--- config.mk ---
export PLATFORM = sky130hd
export DESIGN_NAME = led_scan_controller
export DESIGN_NICKNAME = d
export VERILOG_FILES = /design/src/rtl/led_scan_controller.sv
export SDC_FILE = /design/constraint.sdc
export NUM_CORES = 1
export LEC_CHECK = 0
export BUFFER_PORTS_ARGS = -buffer_cell sky130_fd_sc_hd__buf_2
export CAP_MARGIN = 40
export CORE_MARGIN = 5
export CORE_UTILIZATION = 63
export CTS_BUF_LIST = sky130_fd_sc_hd__clkbuf_4
export DETAILED_ROUTE_END_ITERATION = 6
export PLACE_DENSITY = 0.94
export SLEW_MARGIN = 40
export SYNTH_ARGS = -nofsm -noshare
export SYNTH_HDL_FRONTEND = slang
export SYNTH_SLANG_ARGS = --single-unit
--- constraint.sdc ---
create_clock -name clk -period 5.7 [get_ports clk]
set_input_delay 0.285 -clock clk [delete_from_list [all_inputs] [get_ports clk]]
set_output_delay 0.285 -clock clk [all_outputs]
set_load 0.005 [all_outputs]
--- src/rtl/led_scan_controller.sv ---
// Row-multiplexed LED matrix scanner for the Game of Life cell array.
// Snapshots cells/brightness once per frame, blanks between rows and PWMs each row drive.
module led_scan_controller #(
  parameter int unsigned N            = 5,
  parameter int unsigned DIVIDER_BITS = 12,
  parameter int unsigned BLANK_CYCLES = 16,
  parameter int unsigned BRIGHT_BITS  = 4,
  localparam int unsigned RW          = (N > 1) ? $clog2(N) : 1
) (
  input  logic                   clk,
  input  logic                   rst,
  input  logic                   ena,
  input  logic [N*N-1:0]         cells,
  input  logic [BRIGHT_BITS-1:0] brightness,
  output logic [N-1:0]           rows,
  output logic [N-1:0]           cols,
  output logic [RW-1:0]          row_idx,
  output logic                   frame_start
);

  localparam int unsigned CW = DIVIDER_BITS + 1;
  localparam logic [CW-1:0] CntBlankLast = CW'(BLANK_CYCLES - 1);
  localparam logic [CW-1:0] CntDriveLast = CW'((1 << DIVIDER_BITS) - 1);
  localparam logic [RW-1:0] RowLast      = RW'(N - 1);
  localparam logic [N-1:0]  RowOne       = N'(1);

  typedef enum logic {StBlank, StDrive} state_e;

  state_e                 state_q, state_d;
  logic [CW-1:0]          cnt_q, cnt_d;
  logic [RW-1:0]          row_q, row_d;
  logic [N*N-1:0]         snap_q, snap_d;
  logic [BRIGHT_BITS-1:0] bright_q, bright_d;
  logic [N-1:0]           rows_q, rows_d;
  logic [N-1:0]           cols_q, cols_d;
  logic [N-1:0]           row_cells;
  logic                   at_snap;
  logic                   lit;

  assign at_snap = (state_q == StBlank) && (row_q == '0) && (cnt_q == '0);

  always_comb begin
    state_d  = state_q;
    cnt_d    = cnt_q;
    row_d    = row_q;
    snap_d   = snap_q;
    bright_d = bright_q;

    if (ena) begin
      if (at_snap) begin
        snap_d   = cells;
        bright_d = brightness;
      end
      unique case (state_q)
        StBlank: begin
          if (cnt_q == CntBlankLast) begin
            state_d = StDrive;
            cnt_d   = '0;
          end else begin
            cnt_d = cnt_q + 1'b1;
          end
        end
        StDrive: begin
          if (cnt_q == CntDriveLast) begin
            state_d = StBlank;
            cnt_d   = '0;
            row_d   = (row_q == RowLast) ? '0 : row_q + 1'b1;
          end else begin
            cnt_d = cnt_q + 1'b1;
          end
        end
        default: state_d = StBlank;
      endcase
    end

    // Outputs are decoded from next-state so the flops line up with the state they show.
    row_cells = '0;
    for (int r = 0; r < N; r++) begin
      if (row_d == RW'(r)) row_cells = snap_d[N*r +: N];
    end
    lit    = cnt_d[BRIGHT_BITS-1:0] < bright_d;
    rows_d = (state_d == StDrive) ? (RowOne << row_d) : '0;
    cols_d = (state_d == StDrive) ? ~(row_cells & {N{lit}}) : '1;
  end

  always_ff @(posedge clk) begin
    if (rst) begin
      state_q  <= StBlank;
      cnt_q    <= '0;
      row_q    <= '0;
      snap_q   <= '0;
      bright_q <= '0;
      rows_q   <= '0;
      cols_q   <= '1;
    end else begin
      state_q  <= state_d;
      cnt_q    <= cnt_d;
      row_q    <= row_d;
      snap_q   <= snap_d;
      bright_q <= bright_d;
      rows_q   <= rows_d;
      cols_q   <= cols_d;
    end
  end

  // ena gates the display immediately; the held state keeps rows_q/cols_q valid for resume.
  assign rows        = ena ? rows_q : '0;
  assign cols        = ena ? cols_q : '1;
  assign row_idx     = row_q;
  assign frame_start = ena && !rst && at_snap;

endmodule

# Word-level counts from Yosys, hierarchy flattened
# Index checks and enable logic that the tools add are counted.
# op_classes
addsub,2
order_cmp,1
eq_ne,7
shift,1
mux,23
bitwise_logic,4
n_reduce_logical,9
# ops
op,n
25-bit 2-to-1 mux,2
5-bit 2-to-1 mux,7
13-bit 2-to-1 mux,2
13-bit case mux with 2 select lines,1
13-bit by 1-bit adder with 13-bit output (second input constant),1
13-bit by 12-bit == test with 1-bit output (second input constant),1
13-bit by 4-bit == test with 1-bit output (second input constant),1
13-bit zero test,1
3-bit 2-to-1 mux,4
4-bit 2-to-1 mux,3
3-bit by 2-bit == test with 1-bit output (second input constant),2
3-bit == test (second input constant),2
3-bit zero test,2
5-bit bitwise AND,1
5-bit NOT,1
1-bit by 3-bit left shift with 5-bit output (first input constant),1
1-bit logical AND,4
4-bit less-than comparator,1
3-bit by 1-bit adder with 3-bit output (second input constant),1
3-bit by 1-bit == test with 1-bit output (second input constant),1
1-bit 2-to-1 mux,3
1-bit NOT,2
1-bit case mux with 2 select lines,1
2-bit OR reduction,1
1-bit zero test,1
# word_totals
reg_bits,56
inputBits,32
output_inout_bits,14

# Longest topological paths before layout
# Gate-level depths: netlist of the first run.
# depth
depth_word,13
mapped_depth,11

# Worst setup path before layout of the first run
# No wires, ideal clock.
# synth_path
path_type,register to register
startpoint,"register row_q[1], in the netlist row_idx[1]"
endpoint,register cols_q[0]
t_arrival_ns,2.870
required_time_ns,5.552
path_slack_ns,2.682
stages_incl_launch_ff,12
n_path_buf,3
period_less_slack_ns,3.018
cell_sequence,dfxtp_1 buf_1 inv_1 ha_1 nand4_1 buf_2 buf_2 mux2i_1 ha_1 a21o_1 a211oi_4 o2111ai_1
# synth_via
elab_chain_len,13
elab_cells_between_ends,26
classes_between,1 x add/sub; 1 x order compare; 5 x eq/ne; 13 x mux; 2 x bitwise; 4 x reduce/logical
# synth_lines
item,line,source
"start, declared",31,"logic [RW-1:0] row_q, row_d;"
"start signal, assigned",98,row_q <= row_d;
3-bit by 1-bit adder with 3-bit output / 3-bit == test (equally long branches),67,row_d = (row_q == RowLast) ? '0 : row_q + 1'b1;
3-bit 2-to-1 mux,67,
3-bit 2-to-1 mux,64,if (cnt_q == CntDriveLast) begin
3-bit 2-to-1 mux,54,unique case (state_q)
3-bit 2-to-1 mux,49,if (ena) begin
3-bit zero test,79,if (row_d == RW'(r)) row_cells = snap_d[N*r +: N];
5-bit 2-to-1 mux (5 in a row),79,
5-bit bitwise AND (*),83,cols_d = (state_d == StDrive) ? ~(row_cells & {N{lit}}) : '1;
5-bit NOT (*),83,
"end signal, assigned",102,cols_q <= cols_d;
"end, declared",35,"logic [N-1:0] cols_q, cols_d;"
# Every way passes the cells marked *; elsewhere a longest branch is shown, timed or not.
# A chain may end at the register's enable or synchronous reset.

# Worst setup path in the final report of the first run
# layout_path
startpoint,register cnt_q[7]
endpoint,register cols_q[1]
# layout_via
elab_chain_len,12
elab_cells_between_ends,34
classes_between,1 x order compare; 6 x eq/ne; 20 x mux; 3 x bitwise; 4 x reduce/logical
# layout_lines
item,line,source
"start, declared",30,"logic [CW-1:0] cnt_q, cnt_d;"
"start signal, assigned",97,cnt_q <= cnt_d;
13-bit by 12-bit == test with 1-bit output,64,
3-bit 2-to-1 mux,64,
3-bit 2-to-1 mux,54,
3-bit 2-to-1 mux,49,
3-bit zero test,79,
5-bit 2-to-1 mux (5 in a row),79,
5-bit bitwise AND,83,
5-bit NOT,83,
# Several ways; a longest one is shown, not always the timed one.

==> results by group, run 1 <==
Place
  – Area of placed instances: 0.00321 sq mm
  – Placer Congestion: ~0.87
  – Port Buffer Count: 45
  – Detailed Place HPWL: 4830 um

Route
  – Remaining antenna violation count: 0
  – Number of vias per cell after detailed routing: 5.88
  – DRC Markers: 0
  – Total wire length: between 6000 and 7000 um
  – DRC marker count from the first detailed-route iteration: 258
  – Via count of the routed design: around 2500
  – Length of the first detailed-routing pass in iterations: 5
  – Detailed-route wire length per cell: roughly 15 um

Run
  – Max-cap violation count: 0

Final layout
  – Footprint of the multi-input gates: 0.00175 sq mm
  – Fraction of layout cells with a size suffix above 1: between 10% and 20%
  – Sequential cell area: 0.00112 sq mm
  – Area growth from synthesis to layout: 10.1%
  – Total inserted antenna cells: 0
  – Filler cells: between 300 and 400
  – Net total in the final layout: about 410
  – Cell area after layout: 0.00329 sq mm

Critical path
  – Setup slack on the worst flop-to-flop path: roughly 2.5 ns
  – Origin of the critical flop-to-flop path: cnt_q[7]
  – WS Path Type: reg -> reg
  – Critical path origin: cnt_q[7]
  – End of the worst register-to-register path: cols_q[1]
  – Nature of the critical path startpoint: register
  – Critical Path End: cols_q[1]
  – Maximum net fanout on the critical path: 7
  – Count of cells along the worst register-to-register path: 8
  – Sort of element at the end of the critical path: register
  – Required @ worst endpoint: 5.94 ns
  – Data arrival, critical path: about 3.4 ns

Logic synthesis
  – Post-Synthesis Net Count: between 300 and 400
  – Syn Inst Count: 338
  – Top-area cell type share of the netlist area: 37.5%
  – Average footprint of a synthesized cell: 8.84 sq um
  – Number of synthesized flops with an enable pin: 0
  – Asr flop ratio synth: 0%
  – Yosys reg bits: 56
  – Library cell with the largest summed area after synthesis: dfxtp_1
  – Most used standard cells in the synthesized netlist: 56 x dfxtp_1, 56 x mux2i_1, 55 x nand2_1
  – Yosys Warn Count: 0
  – Unique cell type count in the Yosys netlist: 44
  – Sequential-to-total area share from yosys stat: between 30% and 40%
  – Top FF cell, synth: dfxtp_1
  – Post-synthesis cell area: between 0.002 and 0.003 sq mm
  – Dominant cells by area after synthesis: dfxtp_1 38%, mux2i_1 19%, nand2_1 6.9%

Timing
  – Final critical-path share of the clock period: a little under three fifths
  – Setup Skew: about 0.006 ns
  – Post-layout minimum cycle time: approximately 3.2 ns
  – Fin. max-slew vios: 0
  – Unrepaired setup endpoints after global routing: no
  – Tightest Pin Transition: 0.763 ns
  – Setup violation total in the final timing report: 0
  – Max transition margin: between 40% and 50%
  – Setup_tns: 0 ns
  – Maximum clock frequency: about 0.31 GHz
  – Final hold vios: 0

Floorplanning
  – Area of the placeable core: between 0.004 and 0.005 sq mm
  – IO Count: between 40 and 50
  – Effective utilization at floorplan: roughly 64%
  – Overall die height: between 70 and 80 um
  – Die width: 78.9 um
  – Area enclosed by the die boundary: just over 0.006 sq mm
  – FP Rows: 25

Power
  – Largest vdd supply drop: around 0.18 mV
  – Leakage power: around 1.4 nW
  – Power Dens Cells: ~230 mW/mm^2

CTS
  – Insertion delay of the later-clocked pin in the worst-skew pair: ~0.38 ns
  – Cts-stage hold buffer count: 0
  – Gates resized, CTS repair: 0
  – Buffer cell driving the clock tree root: clkbuf_4
  – Number of sinks on the clock net: 56
  – CTS HTree Levels: 2
  – CTS tree: built
  – CTS buffer count: 5
  – Clock Tree Buf Depth: 2
  – Post-CTS setup buffers: 0
  – Clock transition at the registers of the reported paths: ~0.16 ns

Global routing
  – Initial antenna violation count: 0
  – Number of global-route vias before repair: 2483
  – Residual overflow from global routing: 0
  – Global-route usage over all layers: between 20% and 30%
  – Largest net degree at the start of global routing: 37
  – Global-route wire length before repair: between 10000 and 15000 um

Hold path
  – Type of the most critical hold path: in -> reg

Outcome
  – Result of the run: finished, final reports clean
==> final cells by class <==
cell class / instances / share of cell area [%]
clock buffer: 5 / 1.14
clock inverter: 3 / 1.29
inverter: 7 / 0.799
multi-input combinational: 256 / 53.1
sequential: 56 / 34.1
tap: 54 / 2.05
timing repair buffer: 48 / 7.53
==> through the flow <==
stage / utilization (%) / hold slack, ns / setup slack [ns] / instances / total power [mW]
after floorplan: - / 0.418 / 2.68 / 338 / 0.502
after global placement: 68.6 / 0.442 / 2.62 / 421 / 0.530
after detailed placement: 68.8 / 0.448 / 2.57 / 421 / 0.535
after CTS: 70.6 / 0.125 / 2.54 / 429 / 0.748
after global routing: 70.6 / 0.135 / 2.32 / 429 / 0.776
final: 70.6 / 0.137 / 2.52 / 429 / 0.744
==> power breakdown <==
group	switching [mW]	internal (mW)
sequential	0.00996	0.409
combinational	0.0654	0.0438
clock	0.125	0.0917
==> metal layers <==
layer	vias to the layer above	routed length, um	track usage, %
met1	1186	2890	27.6
li1	1248	-	-
met4	0	96	8.42
met3	9	445	4.54
met2	80	3130	37.7
met5	-	0	0
==> how the worst min path moves through the flow <==
| stage | cells past startpoint | start | end | slack, ns |
|---|---|---|---|---|
| floorplan | 2 | cells[0] | snap_q[0] | 0.42 |
| global placement | 2 | snap_q[2] | snap_q[2] | 0.44 |
| detailed placement | 2 | snap_q[13] | snap_q[13] | 0.45 |
| CTS | 3 | cells[13] | snap_q[13] | 0.12 |
| global route | 3 | cells[10] | snap_q[10] | 0.14 |
| finish | 3 | cells[2] | snap_q[2] | 0.14 |
==> worst max-delay path, stage by stage (launching register included) <==
cell,delay [ns]
dfxtp_1,0.38
or4_4,0.56
nor4_4,0.32
nand4_1,0.44
mux2i_1,0.35
ha_1,0.28
a21o_1,0.22
a211oi_4,0.32
o2111ai_1,0.16
==> flip-flops by register name (all words and copies together), names as in the netlist <==
| signal | cells |
|---|---|
| bright_q | 4 |
| cnt_q | 13 |
| cols_q | 5 |
| row_idx | 3 |
| rows_q | 5 |
| snap_q | 25 |
| state_q | 1 |
==> logic make-up after synthesis <==
family	synth area share, %
flops	37.5
compound gates	10.6
simple gates	21.1
mux	20.0
xor+xnor	3.52
buf+inv	4.32
fa+ha+maj	2.93
==> cells in the final DEF (no fill, tap or decap), types with 2 or more instances in the layout <==
| master | count |
|---|---|
| and2_1 | 6 |
| clkbuf_4 | 5 |
| o22ai_1 | 5 |
| nor2b_1 | 3 |
| o21ai_0 | 10 |
| buf_4 | 3 |
| o2111ai_1 | 6 |
| a22oi_1 | 2 |
| nand2_1 | 55 |
| nor3b_1 | 2 |
| nand4_1 | 5 |
| a21oi_1 | 21 |
| nand2b_1 | 6 |
| nor3_1 | 3 |
| xnor2_1 | 5 |
| nor2_1 | 33 |
| nor4_4 | 2 |
| inv_1 | 7 |
| mux2_2 | 2 |
| buf_2 | 45 |
| ha_1 | 7 |
| xor2_1 | 7 |
| mux2i_1 | 56 |
| dfxtp_1 | 56 |
| nand3_1 | 3 |
(Power assumes the default switching activity.)
==> run 2, diff against run 1 <==
--- a/config.mk
+++ b/config.mk
@@ -5,13 +5,14 @@
 export SDC_FILE = /design/constraint.sdc
 export NUM_CORES = 1
 export LEC_CHECK = 0
+export ABC_AREA = 1
 export BUFFER_PORTS_ARGS = -buffer_cell sky130_fd_sc_hd__buf_2
 export CAP_MARGIN = 40
 export CORE_MARGIN = 5
-export CORE_UTILIZATION = 63
+export CORE_UTILIZATION = 59
 export CTS_BUF_LIST = sky130_fd_sc_hd__clkbuf_4
 export DETAILED_ROUTE_END_ITERATION = 6
-export PLACE_DENSITY = 0.94
+export PLACE_DENSITY = 0.89
 export SLEW_MARGIN = 40
 export SYNTH_ARGS = -nofsm -noshare
 export SYNTH_HDL_FRONTEND = slang
==> constraint.sdc (replaced) <==
create_clock -name clk -period 3.22 [get_ports clk]
set_input_delay 0.161 -clock clk [delete_from_list [all_inputs] [get_ports clk]]
set_output_delay 0.161 -clock clk [all_outputs]
set_load 0.005 [all_outputs]
==> run 2 against run 1 <==
  * Clock power increased by 51%
  * Sequential share of layout area increased by 0.21 points
  * Design area is 0.61% lower
  * Register-to-register slack got worse by 1.8 ns
  * Cell count is 25% higher
  * Synthesized cell count grew 27%
  * Highest routed layer unchanged
  * Synthesized area is 0.84% lower
  * Worst hold slack worse by 0.12 ns
  * Die area rose by 5.1%
==> results by group, run 2 <==
Floorplanning
  – Die width: 80.9 um (was 78.9 um)
  – IO Count: 46 (unchanged)
  – Overall die height: 80.9 um (was 78.9 um)
  – Area enclosed by the die boundary: 0.00654 sq mm (was 0.00622 sq mm)
  – FP Rows: 25 (unchanged)
  – Area of the placeable core: 0.00479 sq mm (was 0.00466 sq mm)
  – Effective utilization at floorplan: 61.9% (was 64.1%)

Critical path
  – Library cell contributing the largest single delay on the critical path: dfxtp_1 (was or4_4)
  – Cell type group with the largest total delay on the critical path: simple AND/OR/NAND/NOR gates (unchanged)
  – Required @ worst endpoint: 3.51 ns (was 5.94 ns)
  – Nature of the critical path startpoint: register (unchanged)
  – Slowest stage delay, CP: 0.36 ns (was 0.56 ns)
  – Data arrival, critical path: 2.82 ns (was 3.42 ns)
  – Buf+Inv Stages, Crit Path: 2 (was 0)
  – WS Path Type: reg -> reg (unchanged)
  – Most prevalent standard cell on the critical path: nand2_1
  – Maximum net fanout on the critical path: 27 (was 7)
  – Sort of element at the end of the critical path: register (unchanged)
  – Chain of cells forming the critical path: inv_1 -> ha_1 -> nand2_1 -> inv_1 -> nand2_1 -> nor2_4 -> nand3_4 -> mux2i_1 -> ha_1 -> a211oi_2 -> nand2_1 -> nor2_1 -> nand2_1 (was or4_4 -> nor4_4 -> nand4_1 -> mux2i_1 -> ha_1 -> a21o_1 -> a211oi_4 -> o2111ai_1)

Place
  – Dpl cells: 527 (was 421)
  – Port Buffer Count: 45 (unchanged)
  – Detailed Place HPWL: 4810 um (was 4830 um)
  – Worst-case setup slack after placement: 0.742 ns (was 2.57 ns)
  – Placer Congestion: 0.864 (was 0.869)
  – Area of placed instances: 0.00319 sq mm (was 0.00321 sq mm)

Final layout
  – Area growth from synthesis to layout: 10.4% (was 10.1%)
  – Largest register by flop count: snap_q (unchanged)
  – Final Non-Filler Cells: 537 (was 429)
  – Fin util: 68.3% (was 70.6%)
  – Cell area after layout: 0.00327 sq mm (was 0.00329 sq mm)
  – Net total in the final layout: 508 (was 413)
  – Fraction of layout cells with a size suffix above 1: 17.9% (was 17.6%)
  – Leading cell types in the layout, fill and taps excluded: 94 x nand2_1, 70 x nor2_1, 69 x inv_1 (was 56 x mux2i_1, 56 x dfxtp_1, 55 x nand2_1)
  – Largest registers: snap_q (25), cnt_q (13) (unchanged)
  – Most common cell after layout, fill and taps aside: nand2_1
  – Total inserted antenna cells: 0 (unchanged)
  – Number of flip-flops in the largest register: 25 (unchanged)

Logic synthesis
  – Most used standard cells in the synthesized netlist: 94 x nand2_1, 70 x nor2_1, 69 x inv_1 (was 56 x dfxtp_1, 56 x mux2i_1, 55 x nand2_1)
  – Top FF cell, synth: dfxtp_1 (unchanged)
  – Unique cell type count in the Yosys netlist: 34 (was 44)
  – Average footprint of a synthesized cell: 6.92 sq um (was 8.84 sq um)
  – Yosys reg bits: 56 (unchanged)
  – Sequential-to-total area share from yosys stat: 37.9% (was 37.5%)
  – Most common cell in the netlist: nand2_1
  – Number of synthesized flops with an enable pin: 0 (unchanged)
  – Post-Synthesis Net Count: 467 (was 377)
  – Syn Inst Count: 428 (was 338)
  – Yosys Warn Count: 0 (unchanged)
  – Asr flop ratio synth: 0% (unchanged)
  – Top-area cell type share of the netlist area: 37.9% (was 37.5%)
  – Post-synthesis cell area: 0.00296 sq mm (was 0.00299 sq mm)
  – Library cell with the largest summed area after synthesis: dfxtp_1 (unchanged)
  – Dominant cells by area after synthesis: dfxtp_1 38%, nand2_1 12%, nor2_1 8.9% (was dfxtp_1 38%, mux2i_1 19%, nand2_1 6.9%)

Timing
  – Tightest Pin Transition: 0.736 ns (was 0.763 ns)
  – Post-route setup slack: 0.694 ns (was 2.52 ns)
  – Worst Hold Margin: 0.0179 ns (was 0.137 ns)
  – Unrepaired setup endpoints after global routing: no (unchanged)
  – Setup Skew: 0.0271 ns (was 0.00601 ns)
  – Final critical-path share of the clock period: 78.4% (was 55.8%)
  – Maximum clock frequency: 0.396 GHz (was 0.315 GHz)
  – Max transition margin: 50.8% (was 49.1%)
  – Setup violation total in the final timing report: 0 (unchanged)
  – Final hold vios: 0 (unchanged)
  – Setup_tns: 0 ns (unchanged)
  – Post-layout minimum cycle time: 2.53 ns (was 3.18 ns)
  – Fin. max-slew vios: 0 (unchanged)

Route
  – Metal1 wirelength: 2800 um (was 2890 um)
  – Length of the first detailed-routing pass in iterations: 5 (unchanged)
  – Total met3 wirelength after detailed routing: 410 um (was 445 um)
  – Highest metal layer used by the detailed router: met4 (unchanged)
  – Sum of met2 wire segment lengths after detailed routing: 3020 um (was 3130 um)
  – Detailed-route wire length per cell: 11.9 um (was 15.3 um)
  – DRC Markers: 0 (unchanged)
  – Total wire length: 6410 um (was 6570 um)
  – Number of vias per cell after detailed routing: 5.13 (was 5.88)
  – Via count of the routed design: 2756 (was 2523)
  – Remaining antenna violation count: 0 (unchanged)
  – DRC marker count from the first detailed-route iteration: 210 (was 258)

Global routing
  – Initial antenna violation count: 0 (unchanged)
  – Global-route wire length before repair: 11100 um (was 11200 um)
  – Number of global-route vias before repair: 2554 (was 2483)
  – Residual overflow from global routing: 0 (unchanged)
  – Largest net degree at the start of global routing: 42 (was 37)
  – Global-route usage over all layers: 21.6% (was 22.2%)

CTS
  – CTS tree: built (unchanged)
  – Clock Tree Buf Depth: 2 (unchanged)
  – CTS buffer count: 5 (unchanged)
  – Insertion delay of the later-clocked pin in the worst-skew pair: 0.40 ns (was 0.38 ns)
  – Gates resized, CTS repair: 0 (unchanged)
  – Number of sinks on the clock net: 56 (unchanged)
  – CTS HTree Levels: 2 (unchanged)
  – Clock transition at the registers of the reported paths: 0.18 ns (was 0.16 ns)
  – Cts-stage hold buffer count: 2 (was 0)
  – Post-CTS setup buffers: 0 (unchanged)
  – Buffer cell driving the clock tree root: clkbuf_4 (unchanged)

Hold path
  – Type of the most critical hold path: in -> reg (unchanged)

Run
  – Max-cap violation count: 0 (unchanged)

Power
  – Power Dens Cells: 382 mW/mm^2 (was 226 mW/mm^2)
  – Total power consumption of the routed design: 1.25 mW (was 744 uW)
  – Leakage power: 1.69 nW (was 1.36 nW)
  – Largest vdd supply drop: 0.246 mV (was 0.175 mV)

Outcome
  – Result of the run: finished, final reports clean (unchanged)
==> run 2: changes by cell type after synthesis, moves of 13 or more <==
cell,before,now
mux2i_1,56,8
nand2_1,55,94
nor2_1,33,70
inv_1,7,69
nand3_1,3,27
a21oi_1,21,8
==> run 2: kinds of logic after synthesis <==
family                   share of synthesized area (%)
multiplexers                                      2.70
AO/OA/AOI/OAI                                     5.45
buffers and inverters                             12.1
flip-flops                                        37.9
AND/OR/NAND/NOR                                   36.5
XOR/XNOR                                          2.37
adder cells (fa/ha/maj)                           2.96
==> run 2: worst paths after layout <==
kind / cells after the start / start / endpoint / slack [ns]
worst min-delay path: 3 / cells[14] / snap_q[14] / 0.02
worst max register to register: 13 / row_idx[0] / cols_q[0] / 0.69
worst max-delay path: 13 / row_idx[0] / cols_q[0] / 0.69
worst min register to register: 2 / snap_q[1] / snap_q[1] / 0.48
==> run 2: layout make-up <==
type | count | area (sq um)
inverter | 73 | 274
clock inverter | 3 | 25.0
fill | 404 | 1520
sequential | 56 | 1120
timing repair buffer | 47 | 245
clock buffer | 5 | 37.5
tap | 67 | 83.8
multi-input combinational | 286 | 1480
==> run 2: where the power goes <==
part / switching (mW) / leakage, nW / internal, mW
Combinational: 0.116 / 1.20 / 0.0720
Clock: 0.236 / 0.0322 / 0.0910
Sequential: 0.00844 / 0.457 / 0.725
==> run 2: worst reg2reg max path: stages (launching register included) <==
cell	delay, ns
dfxtp_1	0.36
inv_1	0.09
ha_1	0.20
nand2_1	0.06
inv_1	0.06
nand2_1	0.07
nor2_4	0.15
nand3_4	0.30
mux2i_1	0.30
ha_1	0.29
a211oi_2	0.22
nand2_1	0.16
nor2_1	0.12
nand2_1	0.05
==> run 2: metal layers <==
metal	vias to the layer above	GRT usage (%)
li1	1398	-
met1	1256	26.1
met2	83	37.0
met3	19	4.66
met4	0	9.12
met5	-	0
